`config.mk`:
```
export PLATFORM = sky130hd
export DESIGN_NAME = regfile_wb_arbiter
export DESIGN_NICKNAME = d
export VERILOG_FILES = /design/src/rtl/regfile_wb_arbiter.sv
export SDC_FILE = /design/constraint.sdc
export NUM_CORES = 1
export LEC_CHECK = 0
export BUFFER_PORTS_ARGS = -buffer_cell sky130_fd_sc_hd__buf_4
export CAP_MARGIN = 20
export CORE_MARGIN = 5
export CORE_UTILIZATION = 49
export CTS_CLUSTER_SIZE = 25
export DETAILED_ROUTE_END_ITERATION = 8
export PLACE_DENSITY = 0.81
export SYNTH_ARGS = -nofsm -noshare
export SYNTH_HDL_FRONTEND = slang
export SYNTH_SLANG_ARGS = --single-unit
```
`constraint.sdc`:
```
create_clock -name clk -period 2.3 [get_ports clk]
set_clock_uncertainty 0.1 [all_clocks]
set_input_delay 0.115 -clock clk [delete_from_list [all_inputs] [get_ports clk]]
set_output_delay 0.115 -clock clk [all_outputs]
set_load 0.02 [all_outputs]
```
`src/rtl/regfile_wb_arbiter.sv`:
```
// rtl/regfile_wb_arbiter.sv - register file writeback arbiter with busy scoreboard (option: WB_PERF_CNT_EN)
module regfile_wb_arbiter #(
  parameter int XLEN         = 64,
  parameter int NREG         = 32,
  parameter int STARVE_LIMIT = 4
) (
  input  logic            clk,
  input  logic            reset_n,
  input  logic            a_valid,
  output logic            a_ready,
  input  logic [4:0]      a_rd,
  input  logic [XLEN-1:0] a_data,
  input  logic            b_valid,
  output logic            b_ready,
  input  logic [4:0]      b_rd,
  input  logic [XLEN-1:0] b_data,
  input  logic            issue_valid,
  input  logic [4:0]      issue_rd,
  output logic            issue_ready,
  input  logic [4:0]      rs1,
  input  logic [4:0]      rs2,
  output logic            stall,
`ifdef WB_PERF_CNT_EN
  output logic [31:0]     perf_conflict,
  output logic [31:0]     perf_promote,
`endif
  output logic            wb_we,
  output logic [4:0]      wb_rd,
  output logic [XLEN-1:0] wb_data
);

  localparam int CW = $clog2(STARVE_LIMIT + 1);

  logic [CW-1:0]   r_starve_cnt;
  logic [NREG-1:0] r_busy;
  logic            w_promote;
  logic            w_issue_xfer;
  logic [NREG-1:0] w_set_mask;
  logic [NREG-1:0] w_clr_mask;
  logic [NREG-1:0] w_busy_nxt;

  // B wins a contested cycle only once it has been denied STARVE_LIMIT times in a row
  assign w_promote = (r_starve_cnt == CW'(STARVE_LIMIT));

  // Readies are forced low while reset is held so nothing transfers into a clearing block
  assign a_ready = reset_n & a_valid & (~b_valid | ~w_promote);
  assign b_ready = reset_n & b_valid & (~a_valid | w_promote);

  // A new long-latency op may not issue onto a register that still has one in flight
  assign issue_ready  = reset_n & ~r_busy[issue_rd];
  assign w_issue_xfer = issue_valid & issue_ready;

  assign stall = ((rs1 != 5'd0) & r_busy[rs1]) |
                 ((rs2 != 5'd0) & r_busy[rs2]) |
                 (issue_valid & ~issue_ready);

  // Clear first, then set, so a same-cycle issue to the retiring rd keeps it busy; x0 never busy
  assign w_clr_mask = b_ready ? (NREG'(1) << b_rd) : '0;
  assign w_set_mask = (w_issue_xfer && issue_rd != 5'd0) ? (NREG'(1) << issue_rd) : '0;
  assign w_busy_nxt = ((r_busy & ~w_clr_mask) | w_set_mask) & ~NREG'(1);

  // Scoreboard update
  always_ff @(posedge clk or negedge reset_n) begin
    if (!reset_n) begin
      r_busy <= '0;
    end else begin
      r_busy <= w_busy_nxt;
    end
  end

  // Count consecutive denied B cycles, saturating at the promotion threshold
  always_ff @(posedge clk or negedge reset_n) begin
    if (!reset_n) begin
      r_starve_cnt <= '0;
    end else if (!b_valid || b_ready) begin
      r_starve_cnt <= '0;
    end else if (!w_promote) begin
      r_starve_cnt <= r_starve_cnt + CW'(1);
    end
  end

  // Registered write port; index/data hold when idle, writes to x0 are suppressed
  always_ff @(posedge clk or negedge reset_n) begin
    if (!reset_n) begin
      wb_we   <= 1'b0;
      wb_rd   <= 5'd0;
      wb_data <= '0;
    end else if (a_ready) begin
      wb_we   <= (a_rd != 5'd0);
      wb_rd   <= a_rd;
      wb_data <= a_data;
    end else if (b_ready) begin
      wb_we   <= (b_rd != 5'd0);
      wb_rd   <= b_rd;
      wb_data <= b_data;
    end else begin
      wb_we   <= 1'b0;
    end
  end

`ifdef WB_PERF_CNT_EN
  logic [31:0] r_perf_conflict;
  logic [31:0] r_perf_promote;

  assign perf_conflict = r_perf_conflict;
  assign perf_promote  = r_perf_promote;

  // Contention and starvation-promotion event counters, free-running with wrap
  always_ff @(posedge clk or negedge reset_n) begin
    if (!reset_n) begin
      r_perf_conflict <= '0;
      r_perf_promote  <= '0;
    end else begin
      if (a_valid && b_valid) begin
        r_perf_conflict <= r_perf_conflict + 32'd1;
      end
      if (a_valid && b_ready) begin
        r_perf_promote <= r_perf_promote + 32'd1;
      end
    end
  end
`endif

endmodule

```
* Word level (Yosys, flattened, before mapping)
Index checks and enable logic that the tools add are counted.
** Operators by class
- Mux-type cells :: 16
- Equality and inequality tests :: 2
- Multiply operators :: 0
- Div/mod/pow operators :: 0
- Add/sub/neg operators :: 1
- Bitwise operators :: 21
- Magnitude comparators :: 3
- Reductions and logical operators :: 9
- Shift-type cells :: 2
** Operator list (count)
- $mux 64 :: 2
- $mux 32 :: 2
- $shl 1x5->32 const A :: 2
- $and 32x32->32 :: 1
- $not 32->32 :: 1
- $or 32x32->32 :: 1
- $reduce_bool 5->1 :: 5
- $lt 5x6->1 const B :: 3
- $bmux 1 s5 :: 3
- $mux 5 :: 2
- $and 1x1->1 :: 9
- $mux 3 :: 2
- $mux 1 :: 5
- $not 1->1 :: 5
- $or 1x1->1 :: 4
- $add 3x1->3 const B :: 1
- $eq 3x3->1 const B :: 1
- $ne 2x1->1 const B :: 1
- $reduce_bool 2->1 :: 1
- $logic_and 1x1->1 :: 1
- $logic_not 1->1 :: 1
- $logic_or 1x1->1 :: 1
** Storage, ports and cells
- Register bits :: 104
- Output and inout bits :: 74
- Input bits :: 158
- Bits in latches :: 0
- Memories kept :: 0
- ROM bits :: 0
- RAM bits :: 0
- Logic and storage cells :: 59

* Depth between registers and ports, before layout
Gate-level depths: netlist of run 1.
- Word-level depth :: 8
- Mapped depth :: 9
- Mapped depth without buffers :: 8

* Least setup slack after synthesis of run 1
No wires, ideal clock.
- Kind :: register to register
- From :: register r_starve_cnt[0]
- To :: register r_busy[27]
- Cell stages (with the launch flop) :: 10
- Library setup time :: 0.130 ns
- Period minus slack after synthesis :: 2.049 ns
- Arrival time :: 1.819 ns
- Slack :: 0.251 ns
- Data required time :: 2.070 ns
- Cell sequence :: dfrtp_1 -> inv_1 -> ha_1 -> nand2_1 -> a21o_1 -> clkbuf_1 -> inv_1 -> nand4_1 -> o21ai_0 -> o31ai_2
** On the way
- Cells in the longest elaborated chain, start to end :: 7
** RTL lines
- from (decl) :: RTL line 34 : logic [CW-1:0] r_starve_cnt;
- from (signal assigned) :: RTL line 78 : r_starve_cnt <= r_starve_cnt + CW'(1);
- $eq 3x3->1 :: RTL line 43 : assign w_promote = (r_starve_cnt == CW'(STARVE_LIMIT));
- $or 1x1->1 :: RTL line 47 : assign b_ready = reset_n & b_valid & (~a_valid | w_promote);
- $and 1x1->1 :: RTL line 47
- net b_ready :: RTL line 14 : output logic b_ready,
- $mux 32 :: RTL line 58 : assign w_clr_mask = b_ready ? (NREG'(1) << b_rd) : '0;
- $not 32->32 :: RTL line 60 : assign w_busy_nxt = ((r_busy & ~w_clr_mask) | w_set_mask) & ~NREG'(1);
- $and 32x32->32 :: RTL line 60
- $or 32x32->32 :: RTL line 60
- net w_busy_nxt[27] :: RTL line 40 : logic [NREG-1:0] w_busy_nxt;
- to (signal assigned) :: RTL line 67 : r_busy <= w_busy_nxt;
- to (decl) :: RTL line 35 : logic [NREG-1:0] r_busy;
The timed path passes the listed nets, and every way through them passes these cells.
A chain may end at the register's enable or synchronous reset.

* Worst setup path in the final report of run 1
- From :: register r_busy[15]
- To :: output port stall
** On the way
- Cells in the longest elaborated chain, start to end :: 7
- Elaborated cells between the ends (all ways) :: 14
** RTL lines
- $bmux 1 s5 :: RTL line 50 : assign issue_ready = reset_n & ~r_busy[issue_rd];
- $mux 1 (implied by the code) :: RTL line 50
- $not 1->1 :: RTL line 50
- $and 1x1->1 :: RTL line 50
- $not 1->1 :: RTL line 55 : (issue_valid & ~issue_ready);
- $and 1x1->1 :: RTL line 55
- $or 1x1->1 * :: RTL line 54 : ((rs2 != 5'd0) & r_busy[rs2]) |
- to (decl) :: RTL line 22 : output logic stall,
Mark *: on every way between the ends. The rest lies on a longest branch, timed or not. The select of a mux whose other input is x is not followed.

==> impl_summary.log, run 1 <==
INFO  metric clock-sinks = between 100 and 150
INFO  metric synth.yosys.warnings = 0
INFO  metric report.final.setup_viol = 1
INFO  metric track_usage = 0.3523
INFO  metric nNetsFinal = roughly 1000
INFO  metric route.detailed.wl_per_inst = about 24 µm
INFO  metric maxCapViolCount = 0
INFO  metric critical_path_class = reg -> out
INFO  metric fin_tns_setup = -0.1175 ns
INFO  metric drcViolationCount = 0
INFO  metric cts_tree = done
INFO  metric clockBufferDepth = 2
INFO  metric synthesis.area_per_instance = 10.37 µm²
INFO  metric stdcell_count = a little over 1000
INFO  metric rsz0062_at_grt = true
INFO  metric grt_first_pass_wirelength = slightly below 40 mm
INFO  metric power.density = roughly 650 mW/mm²
INFO  metric finalMaxSlewViolations = 0
INFO  metric fin_total_pwr = slightly below 6 mW
INFO  metric clockRootBuffer = clkbuf_16
INFO  metric drt_iter0_markers = ~690
INFO  metric antenna_found_initial = 2
INFO  metric post_synth_inst_count = 544
INFO  metric worst_ep_required_time = between 2 and 2.5 ns
INFO  metric cts.htree.levels = 3
INFO  metric max_slew_margin = 0.5917
INFO  metric static-leakage-power = roughly 4.5 nW
INFO  metric startpoint_type = flip-flop
INFO  metric synth_enable_flop_cells = 0
INFO  metric worstSetupEndpointType = primary output
INFO  metric ys_seq_elements = about 100
INFO  metric routed-via-count = 6411
INFO  metric placement.cell_area = between 0.007 and 0.008 mm²
INFO  metric min_period = approximately 2.4 ns
INFO  metric clk_latency_worst_skew_pair = 0.35 ns
INFO  metric gpl.final_weighted_congestion = about 0.93
INFO  metric clkTransAtPathRegs = approximately 0.080 ns
INFO  metric seq_area_frac_synth = 0.4612
INFO  metric avgViaCountPerCell = between 6 and 7
INFO  metric worst_slew_pin_slew = approximately 0.61 ns
INFO  metric synth.lib_cells_used.distinct = between 40 and 50
INFO  metric failed_checks = negative setup slack
INFO  metric dp_hpwl = ~14 mm
INFO  metric grt_pass1_vias = between 6000 and 7000
INFO  metric critical_path_arrival = approximately 2.2 ns
INFO  metric final_design_area_no_fill = approximately 0.009 mm²
INFO  metric port-buffer-count = roughly 230
INFO  metric achievable-frequency = around 410 MHz
INFO  metric worst_hold_slack = 0.01896 ns
INFO  metric outcome = finished with violations
INFO  metric layout_common_cells = 238 x buf_4, 126 x dlygate4sd3_1, 114 x o21ai_0
INFO  metric post_synth_instance_area = 0.005643 mm²
INFO  metric fraction_of_layout_cells_with_a_size_suffix_above_1 = 0.3303
INFO  metric grt_max_degree = just under 60
INFO  metric core_area = ~0.011 mm²
INFO  metric chipWidth = ~120 µm
INFO  metric first_pass_iters = 5
INFO  metric die_y = around 120 µm
INFO  metric synth_flop_cell = dfrtp_1
INFO  metric synth_fp_nets = around 700
INFO  metric pin_count = between 200 and 250
INFO  metric timing_hold_violations_final = 0
INFO  metric placementRows = 39
INFO  metric postSynth.asyncResetShare = 1.000
INFO  metric route.antenna.remaining_nets = 0
INFO  metric timing.critical_path.fanout_max = 4
INFO  metric layout_setup_ws = -0.1175 ns
INFO  metric initial_utilization = 0.4963
INFO  metric overflow = 0
INFO  metric mostFrequentLayoutCell = buf_4
INFO  metric fp.dieArea = roughly 0.014 mm²
INFO  metric clock_buffers_created_by_tritoncts = 9
INFO  metric area_added_between_synthesis_and_finish = 62.06%
INFO  metric finalWirelength = about 25 mm
INFO  metric ir_drop = between 0.0005 and 0.0006 V
INFO  metric dpl.cell_count = roughly 900
INFO  metric period_share = 1.051
INFO  metric min_path_type = in -> reg
[per-stage QoR]
step                setup WS, ns  utilization
floorplan                 0.2509            -
global placement          0.2794       0.6579
detailed placement        0.1745       0.6579
CTS                      -0.1115       0.7954
global route             -0.1547       0.8043
finish                   -0.1175       0.8043
[timing repair]
action | in CTS | in global routing
buffers inserted | 0 | 5
endpoints found under the setup margin | 2 | 17
hold buffers | 126 | 0
gates cloned | 0 | 0
endpoints found under the hold margin | 176 | 0
resized for setup | 1 | 13
pin swaps | 1 | 0
[final cells by class]
cell class / count / area, µm²
clock buffer: 11 / 242.7
fill: 579 / 2225
antenna: 2 / 5.005
clock inverter: 5 / 56.30
sequential: 104 / 2603
tap: 143 / 178.9
multi-input combinational: 395 / 2877
timing repair buffer: 371 / 3153
inverter: 7 / 30.03
[flip-flops by register name, indices dropped and copies added (netlist names)]
signal	flops
wb_we	1
wb_rd	5
wb_data	64
r_starve_cnt	3
r_busy	31
[power breakdown]
part	internal, mW	switching, mW
clock network	0.874	0.703
registers	2.12	0.269
logic	0.959	0.999
total	3.95	1.97
[Yosys cell counts, drive strengths merged (2+ instances only)]
master / n / area, µm²
mux2i: 85 / 850.8
a21o: 2 / 15.01
nand2b: 9 / 56.30
inv: 7 / 26.28
nand3: 10 / 50.05
nor2: 9 / 33.78
nor2b: 2 / 12.51
nand2: 80 / 300.3
o31ai: 19 / 147.6
clkbuf: 20 / 75.07
o21ai: 114 / 570.6
mux4: 17 / 382.9
nand4b: 3 / 26.28
buf: 18 / 108.9
or3: 8 / 50.05
a21oi: 5 / 25.02
ha: 2 / 25.02
mux2: 4 / 48.79
a221oi: 2 / 17.52
o32ai: 2 / 17.52
dfrtp: 104 / 2603
nand3b: 3 / 22.52
nor4: 2 / 18.77
a211oi: 2 / 15.01
[metal layers]
layer	share of wire	GRT usage
met5	0	0
met4	0.069	0.2088
met3	0.089	0.08758
met2	0.50	0.5919
met1	0.35	0.4050
[kinds of logic after synthesis]
kind of cell,Yosys count,synth area share
AND/OR/NAND/NOR,132,0.1089
multiplexers,106,0.2273
buffers and inverters,45,0.03725
adder cells (fa/ha/maj),2,0.004434
flip-flops,104,0.4612
AO/OA/AOI/OAI,155,0.1610
[worst paths after layout]
kind / endpoint / cells past startpoint / startpoint / slack (ns)
max: stall / 6 / r_busy[15]$_DFF_PN0_ / -0.12
min: wb_data[22]$_DFFE_PN0P_ / 3 / b_data[22] / 0.02
max reg2reg: wb_data[46]$_DFFE_PN0P_ / 7 / r_starve_cnt[0]$_DFFE_PN0P_ / 0.08
min reg2reg: r_busy[29]$_DFF_PN0_ / 2 / r_busy[29]$_DFF_PN0_ / 0.47
max in group asynchronous: wb_rd[3]$_DFFE_PN0P_ / 3 / reset_n / 1.21
min in group asynchronous: r_busy[1]$_DFF_PN0_ / 2 / reset_n / 0.05
[worst max-delay path: stages (launching register included)]
cell,delay (ns)
dfrtp_1,0.42
mux4_2,0.48
mux2_2,0.28
nand3b_1,0.08
nand4b_1,0.13
a311o_1,0.32
buf_6,0.14
No activity file was read; power rests on OpenSTA's default activity.
==> run 2: changes to the inputs <==
--- a/config.mk
+++ b/config.mk
@@ -5,11 +5,12 @@
 export SDC_FILE = /design/constraint.sdc
 export NUM_CORES = 1
 export LEC_CHECK = 0
+export ABC_AREA = 1
 export BUFFER_PORTS_ARGS = -buffer_cell sky130_fd_sc_hd__buf_4
-export CAP_MARGIN = 20
+export CAP_MARGIN = 10
 export CORE_MARGIN = 5
-export CORE_UTILIZATION = 49
-export CTS_CLUSTER_SIZE = 25
+export CORE_UTILIZATION = 50
+export CTS_CLUSTER_SIZE = 14
 export DETAILED_ROUTE_END_ITERATION = 8
 export PLACE_DENSITY = 0.81
 export SYNTH_ARGS = -nofsm -noshare
==> run 2 against run 1 <==
The flow now finishes without violations. Non-clock buffer count grew 11. Clock-buffer cell count grew 2. Cell count grew 30%. Synthesized cell count grew 56%. Setup slack gained 0.31 ns. Critical path depth grew 5. Power grew 3.2%.
==> impl_summary.log, run 2 <==
INFO  metric fraction_of_layout_cells_with_a_size_suffix_above_1 = 0.2337 (-0.09665)
INFO  metric achievable-frequency = 474.2 MHz (+15%)
INFO  metric cts_setup_buffers = 0 (unchanged)
INFO  metric layout_common_cells = 244 x buf_4, 189 x o21ai_0, 134 x dlygate4sd3_1
INFO  metric holdPathStages = 3 (unchanged)
INFO  metric worstHoldStart = b_data[25]
INFO  metric track_usage = 0.3737 (+0.02138)
INFO  metric synth.top_cells.by_count = 189 x o21ai_0, 117 x nand3_1, 116 x nand2_1
INFO  metric report.final.setup_viol = 0 (-1)
INFO  metric area.sequential = 0.002603 mm² (unchanged)
INFO  metric clkTransAtPathRegs = 0.08 ns (about the same)
INFO  metric multi_input_area = 0.003030 mm² (+5.4%)
INFO  metric grt_pass1_vias = 8058 (+15%)
INFO  metric mostFrequentLayoutCell = buf_4
INFO  metric placementRows = 40 (+2.6%)
INFO  metric timing.critical_path.fanout_max = 11 (+7)
INFO  metric fin_total_pwr = 6.113 mW (+3.2%)
INFO  metric synth.yosys.warnings = 0 (unchanged)
INFO  metric end_of_the_worst_register_to_register_path = wb_data[30]$_DFFE_PN0P_
INFO  metric finalWirelength = 27.25 mm (+8.7%)
INFO  metric largest-register = wb_data
INFO  metric overflow = 0 (unchanged)
INFO  metric worst_slew_pin_slew = 1.022 ns (+0.4093 ns)
INFO  metric seq_area_frac_synth = 0.4225 (-0.03869)
INFO  metric avgViaCountPerCell = 5.956 (-3.6%)
INFO  metric clock_buffers_created_by_tritoncts = 9 (unchanged)
INFO  metric yosysTopAreaCellShare = 0.4225 (-0.03869)
INFO  metric chipWidth = 121.0 µm (+3.1%)
INFO  metric fin_tns_setup = 0 ns (+0.1175 ns)
INFO  metric fp.dieArea = 0.01464 mm² (+6.4%)
INFO  metric postSynth.asyncResetShare = 1.000 (unchanged)
INFO  metric critical_path_class = reg -> out
INFO  metric nNetsFinal = 1336 (+27%)
INFO  metric nFillCells = 740 (+28%)
INFO  metric initial_utilization = 0.5107 (+0.01437)
INFO  metric timing_hold_violations_final = 0 (unchanged)
INFO  metric power.density = 639.1 mW/mm² (-1.3%)
INFO  metric clockBufferDepth = 2 (unchanged)
INFO  metric synth_enable_flop_cells = 0 (unchanged)
INFO  metric grt_first_pass_wirelength = 42.85 mm (+9.8%)
INFO  metric worst_ep_required_time = 2.09 ns (about the same)
INFO  metric drcViolationCount = 0 (unchanged)
INFO  metric min_path_type = in -> reg
INFO  metric worstSetupEndpointType = primary output
INFO  metric min_period = 2.109 ns (-0.3087 ns)
INFO  metric synth_flop_cell = dfrtp_1
INFO  metric synth.lib_cells_used.distinct = 29 (-36%)
INFO  metric ys_seq_elements = 104 (unchanged)
INFO  metric holdPathEnd = wb_data[25]$_DFFE_PN0P_
INFO  metric cts.htree.levels = 3 (unchanged)
INFO  metric port-buffer-count = 231 (unchanged)
INFO  metric post_synth_instance_area = 0.006160 mm² (+9.2%)
INFO  metric placement.setup.worst_slack = 0.4066 ns (+0.2321 ns)
INFO  metric die_y = 121.0 µm (+3.1%)
INFO  metric area_added_between_synthesis_and_finish = 55.27%
INFO  metric synth_most_common_cell = o21ai_0
INFO  metric clock-sinks = 104 (unchanged)
INFO  metric synthesis.area_per_instance = 7.238 µm² (-30%)
INFO  metric core_area = 0.01206 mm² (+6.1%)
INFO  metric synth_top_cells_by_area = dfrtp_1 42%, o21ai_0 15%, nand3_1 9.5%
INFO  metric layout_setup_ws = 0.1912 ns (+0.3087 ns)
INFO  metric clockRootBuffer = clkbuf_16
INFO  metric critical_path_arrival = 1.89 ns (-0.31 ns)
INFO  metric layout_top_registers = wb_data: 64 flops, r_busy: 31 flops, wb_rd: 5 flops
INFO  metric static-leakage-power = 4.560 nW (+1.8%)
INFO  metric drt_iter0_markers = 906 (+32%)
INFO  metric startpoint_type = flip-flop
INFO  metric ir_drop = 0.0004248 V (-18%)
INFO  metric rsz0062_at_grt = false
INFO  metric outcome = completed
INFO  metric first_pass_iters = 6 (+1)
INFO  metric antenna_found_initial = 2 (unchanged)
INFO  metric largest_reg_flops = 64 (unchanged)
INFO  metric rr_startpoint = r_starve_cnt[0]$_DFFE_PN0P_
INFO  metric grt_max_degree = 96 (+66%)
INFO  metric route.antenna.remaining_nets = 0 (unchanged)
INFO  metric finalMaxSlewViolations = 0 (unchanged)
INFO  metric reg2regPathDepth = 7 (unchanged)
INFO  metric synth_largest_area_cell = dfrtp_1
INFO  metric gpl.final_weighted_congestion = 0.9022 (-2.8%)
INFO  metric cts_tree = done
INFO  metric period_share = 0.9169 (-0.1342)
INFO  metric pin_count = 232 (unchanged)
INFO  metric maxCapViolCount = 0 (unchanged)
INFO  metric post_synth_inst_count = 851 (+56%)
INFO  metric dp_hpwl = 15.53 mm (+8.9%)
INFO  metric route.detailed.wl_per_inst = 20.14 µm (-17%)
INFO  metric max_slew_margin = 0.3189 (-0.2729)
INFO  metric fin_util = 0.7929 (-0.01139)
INFO  metric routed-via-count = 8058 (+26%)
INFO  metric clk_latency_worst_skew_pair = 0.36 ns (about the same)
INFO  metric setup.reg_to_reg.worst_slack = 0.22 ns (+0.14 ns)
INFO  metric synth_fp_nets = 1011 (+44%)
run 2: cell count changes after synthesis, sizes merged, moves of 40 or more:
cell / previous run / this run
mux2i: 85 / 0
nand2: 80 / 120
nand3: 10 / 118
nand4: 1 / 43
nor2: 9 / 110
o21ai: 114 / 198
run 2: area by class of cell:
| type | count | share of cell area |
|---|---|---|
| repair buffers | 382 | 0.3401 |
| multi-input cells | 633 | 0.3169 |
| flip-flops and latches | 104 | 0.2721 |
| clock buffers | 13 | 0.02721 |
| well taps | 168 | 0.02198 |
| inverters | 46 | 0.01805 |
| clock inverters | 3 | 0.002616 |
| diodes | 4 | 0.001047 |
run 2: power breakdown:
| group | leakage, nW | internal (mW) | total (mW) | switching, mW |
|---|---|---|---|---|
| Sequential | 1.29 | 2.16 | 2.45 | 0.291 |
| Clock | 0.136 | 0.802 | 1.52 | 0.722 |
| Combinational | 3.13 | 0.920 | 2.14 | 1.22 |
| Total | 4.56 | 3.88 | 6.11 | 2.23 |
run 2: kinds of logic (layout without fill, tap and decap cells):
logic type | after synthesis | count (layout) | share of synthesized area
simple gates | 398 | 398 | 0.2903
fa+ha+maj | 2 | 2 | 0.004062
xor+xnor | 1 | 1 | 0.001422
compound gates | 232 | 232 | 0.1946
flops | 104 | 104 | 0.4225
other cells | 0 | 4 | 0
buf+inv | 114 | 444 | 0.08714
run 2: worst max-delay path, cell delays in order, from the launching register on:
cell,delay [ns]
dfrtp_1,0.39
inv_1,0.12
nor2_1,0.06
a21oi_1,0.12
nand3_1,0.08
nand3_1,0.10
nand2_1,0.06
nand2_2,0.17
nand2_1,0.10
nand2_1,0.11
nand2_1,0.06
buf_4,0.15
run 2: stage by stage:
stage | area [µm²] | hold slack, ns | cells
final | 9564 | 0.007413 | 1353
after CTS | 9554 | 0.004143 | 1349
after global placement | 7928 | 0.08058 | 1199
after floorplan | 6160 | -0.2806 | 851
after global routing | 9559 | 0.06690 | 1351
after detailed placement | 7928 | 0.08335 | 1199
run 2: repair_timing:
item                      CTS  global route
hold buffers              134             0
resized for setup           0             0
hold endpoints to repair   95             0
run 2: worst max-delay path by stage:
stage,cells past startpoint,slack (ns),endpoint,start
final,11,0.19,stall,r_busy[11]$_DFF_PN0_
after detailed placement,8,0.41,wb_data[11]$_DFFE_PN0P_,r_starve_cnt[0]$_DFFE_PN0P_
after global placement,7,0.48,r_busy[6]$_DFF_PN0_,issue_rd[0]
after CTS,11,0.23,stall,r_busy[11]$_DFF_PN0_
after global routing,11,0.04,stall,r_busy[11]$_DFF_PN0_
after floorplan,9,0.48,wb_data[60]$_DFFE_PN0P_,r_starve_cnt[0]$_DFFE_PN0P_
run 2: per-layer routing:
| metal | share of wire | track usage | up-vias |
|---|---|---|---|
| met4 | 0.082 | 0.2606 | 0 |
| li1 | - | - | 3577 |
| met3 | 0.10 | 0.09324 | 178 |
| met1 | 0.34 | 0.4292 | 3652 |
| met5 | 0 | 0 | - |
| met2 | 0.47 | 0.6092 | 651 |
